===== src/rtl/key_autorepeat.sv =====
// key_autorepeat: synchronises and debounces an active-low push-button,
// emits a one-cycle pulse per accepted press and, while the key is held,
// further pulses after REPEAT_DELAY and then every REPEAT_PERIOD cycles.
module key_autorepeat #(
  parameter int DEBOUNCE_CYCLES = 500000,
  parameter int REPEAT_DELAY    = 25000000,
  parameter int REPEAT_PERIOD   = 5000000,
  parameter int REPEAT_EN       = 1
) (
  input  logic clk,
  input  logic rst,
  input  logic in_key,
  output logic out_key,
  output logic pressed,
  output logic repeating
);

  localparam int MAX_AB = (DEBOUNCE_CYCLES > REPEAT_DELAY) ? DEBOUNCE_CYCLES : REPEAT_DELAY;
  localparam int MAX_C  = (MAX_AB > REPEAT_PERIOD) ? MAX_AB : REPEAT_PERIOD;
  localparam int CW     = ($clog2(MAX_C) < 1) ? 1 : $clog2(MAX_C);

  localparam logic [CW-1:0] DEB_LAST    = CW'(DEBOUNCE_CYCLES - 1);
  localparam logic [CW-1:0] DELAY_LAST  = CW'(REPEAT_DELAY - 1);
  localparam logic [CW-1:0] PERIOD_LAST = CW'(REPEAT_PERIOD - 1);

  typedef enum logic [2:0] {
    IDLE,
    DEB_PRESS,
    HOLD,
    REPEAT,
    DEB_RELEASE
  } state_t;

  state_t        state;
  logic [CW-1:0] cnt;
  logic          sync1;
  logic          sync2;
  logic          s;

  // Two-flop synchroniser; resets to the released level.
  always_ff @(posedge clk) begin
    if (rst) begin
      sync1 <= 1'b1;
      sync2 <= 1'b1;
    end else begin
      sync1 <= in_key;
      sync2 <= sync1;
    end
  end

  // Active-high view of the synchronised key.
  always_comb begin
    s = ~sync2;
  end

  // Debounce / repeat FSM with a single shared counter and registered outputs.
  always_ff @(posedge clk) begin
    if (rst) begin
      state     <= IDLE;
      cnt       <= '0;
      out_key   <= 1'b0;
      pressed   <= 1'b0;
      repeating <= 1'b0;
    end else begin
      out_key <= 1'b0;
      case (state)
        IDLE: begin
          if (s) begin
            state <= DEB_PRESS;
            cnt   <= '0;
          end
        end

        DEB_PRESS: begin
          if (!s) begin
            state <= IDLE;
            cnt   <= '0;
          end else if (cnt == DEB_LAST) begin
            state   <= HOLD;
            cnt     <= '0;
            pressed <= 1'b1;
            out_key <= 1'b1;
          end else begin
            cnt <= cnt + 1'b1;
          end
        end

        HOLD: begin
          if (!s) begin
            state <= DEB_RELEASE;
            cnt   <= '0;
          end else if ((REPEAT_EN != 0) && (cnt == DELAY_LAST)) begin
            state     <= REPEAT;
            cnt       <= '0;
            out_key   <= 1'b1;
            repeating <= 1'b1;
          end else if (cnt != DELAY_LAST) begin
            // Without auto-repeat the counter parks at its terminal value.
            cnt <= cnt + 1'b1;
          end
        end

        REPEAT: begin
          if (!s) begin
            state     <= DEB_RELEASE;
            cnt       <= '0;
            repeating <= 1'b0;
          end else if (cnt == PERIOD_LAST) begin
            cnt     <= '0;
            out_key <= 1'b1;
          end else begin
            cnt <= cnt + 1'b1;
          end
        end

        DEB_RELEASE: begin
          if (s) begin
            // A release bounce returns to HOLD and restarts the repeat delay.
            state <= HOLD;
            cnt   <= '0;
          end else if (cnt == DEB_LAST) begin
            state   <= IDLE;
            cnt     <= '0;
            pressed <= 1'b0;
          end else begin
            cnt <= cnt + 1'b1;
          end
        end

        default: begin
          state     <= IDLE;
          cnt       <= '0;
          pressed   <= 1'b0;
          repeating <= 1'b0;
        end
      endcase
    end
  end

endmodule


===== config.mk =====
export PLATFORM = sky130hd
export DESIGN_NAME = key_autorepeat
export DESIGN_NICKNAME = d
export VERILOG_FILES = /design/src/rtl/key_autorepeat.sv
export SDC_FILE = /design/constraint.sdc
export NUM_CORES = 1
export LEC_CHECK = 0
export CAP_MARGIN = 10
export CORE_MARGIN = 3
export CORE_UTILIZATION = 57
export CTS_BUF_LIST = sky130_fd_sc_hd__clkbuf_8
export DETAILED_ROUTE_END_ITERATION = 10
export PLACE_DENSITY = 0.78
export SLEW_MARGIN = 15
export SYNTH_ARGS = -nofsm -noshare
export SYNTH_HDL_FRONTEND = slang
export SYNTH_SLANG_ARGS = --single-unit

===== constraint.sdc =====
create_clock -name clk -period 1.95 [get_ports clk]
set_input_delay 0.39 -clock clk [delete_from_list [all_inputs] [get_ports clk]]
set_output_delay 0.39 -clock clk [all_outputs]
set_load 0.01 [all_outputs]

==> results.md <==
* Status: finished, violations left
* Failing checks: negative setup slack
* RSZ-0062 raised after global routing: yes
* Setup WS post-layout at -27.9 ps
* Vias in the first global route at about 1700
* Startpoint Class: flop
* Total Routing Usage GR at about a quarter
* Placed cell areas at 2240 µm²
* Hold path start: sync1
* Initial Util at approximately three fifths
* Most frequent cells in the layout: nand2_1, buf_4, dfxtp_1
* Netlist Area Pre-Place at around 1900 µm²
* Clock insertion delay at the later pin of the skew report at just under 300 ps
* Share of cells above drive strength 1 at between 30% and 40%
* H-tree lvl count at 2
* Die Span X at between 60 and 70 µm
* Largest net degree at the start of global routing at 15
* Post-synth cell types at 46
* Fin Setup TNS at -182 ps
* GR Overflow Total at 0
* ANT nets after route at 0
* Count of state elements after synthesis at 33
* TritonCTS Buffers at 5
* CTS tree: yes
* Crit-path max FO at 9
* Final routed DRC violation total at 0
* Reg2reg setup slack at -30 ps
* Diode count at 0
* Most common cell after layout, fill and taps aside: nand2_1
* DR vias at ~1900
* # placed instances at between 300 and 400
* DIE HEIGHT at 63.3 µm
* Total power draw at 1.37 mW
* Final number of max-transition violations at 0
* Core Region at 3100 µm²
* Skew final at about 9.6 ps
* Post-Synthesis Cells at 236
* DRT Pass-1 Iters at 5
* CP arrival at 2150 ps
* CP Capture Type: flop
* Reg2reg start: cnt[22]
* P per Cell Area at 542 nW/µm²
* Gpl congestion at around 0.8
* Tmin final at 1980 ps
* Worst hold stages at 1
* VDD IR-drop max at approximately 0.48 mV
* FF-to-FF path depth at 7
* Seq/Total Area, Yosys at a little over a third
* DR WL/cell at about 17 µm
* Routed WL at 5500 µm
* Worst Path Required at 2120 ps
* Syn_nets at 240
* Final setup viols at 14
* Area delta synth->final at 34.8%
* Area of the die at 4010 µm²
* WHS Endpoint: sync2
* Period Utilization, post-route at 101%
* Clock sinks at 33
* Finished Layout Cells at between 300 and 400
* Headroom to the max-slew limit at around 67%
* Async set or reset register ratio after synthesis at 0%
* Leakage at 0.952 nW
* EDFF count, synth at 0
* First-pass GRT wire length at between 7000 and 8000 µm
* CTS Buffer Depth at 2
* DRT iter0 DRCs at approximately 210
* CTS Root Cell: clkbuf_8
* Final Hold Violating Endpoints at 0
* HPWL after DPL at around 3300 µm
* Max-Cap Viols at 0
* Max frequency at ~500 MHz
* Synth top area share at between 30% and 40%
* I/O pins at 6
* Worst min path class: reg -> reg
* Clock slew at reported path FFs at approximately 70 ps
* Hold_ws at 410 ps
* I/O Buffers at 5
* Crit path kind: reg -> reg
* Avg Cell Area, Syn at ~8 µm²
* Synth warnings at 0
* Actual slew at the worst max-slew pin at 489 ps
* Cell taking the most area after synthesis: dfxtp_1
* Synth area leaders: dfxtp_1, nand2_1, o21ai_2
* Via density at 5.90
* Ys flop type: dfxtp_1
* # rows at 20
* Final std cell area, no fill at ~2500 µm²
* Reg2reg end: cnt[5]
* Nets at 284
* Initial antenna violation count at 0
## Yosys cell counts (all sizes together), types with 2 or more instances
master	number
buf	5
and3	3
nand2	46
nand3	10
or3	4
nor3	5
o21ai	21
xor2	9
a211oi	2
inv	4
xnor2	5
o221ai	6
nand2b	2
nor4	5
nor2	18
and2	4
o31ai	2
nor2b	4
nand3b	2
and4	4
dfxtp	33
a21oi	4
nand4	8
clkbuf	9
o31a	3
or2	3
## flip-flops by register name (all words and copies together), names as in the netlist
name / cells
cnt: 25
repeating: 1
sync1: 1
out_key: 1
pressed: 1
sync2: 1
state: 3
## routing by layer
metal | share of wire [%] | vias up | wire length (µm) | GRT usage, %
met4 | 3.2 | 0 | 176 | 8.09
met2 | 48 | 88 | 2630 | 38.6
li1 | - | 924 | - | -
met1 | 42 | 883 | 2330 | 32.3
met3 | 6.6 | 21 | 361 | 5.53
met5 | 0 | - | 0 | 0
## through the flow
step	setup WS (ps)	util, %
finish	-27.9	81.4
global route	-135	81.4
CTS	1.95	76.6
detailed placement	-48.6	72.3
global placement	-27.1	72.3
floorplan	14.2	-
## power breakdown
| group | internal [mW] | switching [mW] |
|---|---|---|
| Sequential | 0.672 | 0.00337 |
| Combinational | 0.0150 | 0.0239 |
| Clock | 0.411 | 0.244 |
## final cells by class
| type | count | area [µm²] |
|---|---|---|
| clock inverter | 2 | 33.8 |
| multi-input combinational | 185 | 1230 |
| clock buffer | 6 | 82.6 |
| fill | 214 | 578 |
| sequential | 33 | 681 |
| timing repair buffer | 51 | 428 |
| inverter | 4 | 15.0 |
| tap | 44 | 55.1 |
## what timing repair did
item | 4_1_cts | 5_1_grt
buffers inserted | 0 | 5
resized for setup | 6 | 34
cloned | 0 | 0
endpoints found under the setup margin | 13 | 29
pin swaps | 3 | 16
hold buffers | 0 | 0
## critical path: stages, from the launching register on
cell,delay [ps]
dfxtp_2,320
nor4b_2,310
nand4b_1,190
nor4_4,350
o22ai_2,170
o21ai_4,280
buf_12,160
o21ai_0,80
## worst max-delay path by stage
stage,startpoint,cells past startpoint,end
after floorplan,cnt[5],8,cnt[21]
after global placement,rst,5,cnt[14]
after detailed placement,cnt[1],7,cnt[7]
after CTS,cnt[21],6,cnt[20]
after global routing,cnt[23],6,cnt[5]
final,cnt[22],7,cnt[5]
## cells by family (layout without fill, tap and decap cells)
kind of cell | count (synthesis) | count (layout) | share of synthesized area (%)
xor+xnor | 14 | 14 | 6.55
buf+inv | 18 | 63 | 4.34
flops | 33 | 33 | 35.3
compound gates | 44 | 44 | 17.8
mux | 1 | 1 | 0.534
fa+ha+maj | 1 | 1 | 0.668
simple gates | 125 | 125 | 34.8
Note: power is estimated with default switching activity, not from simulation.
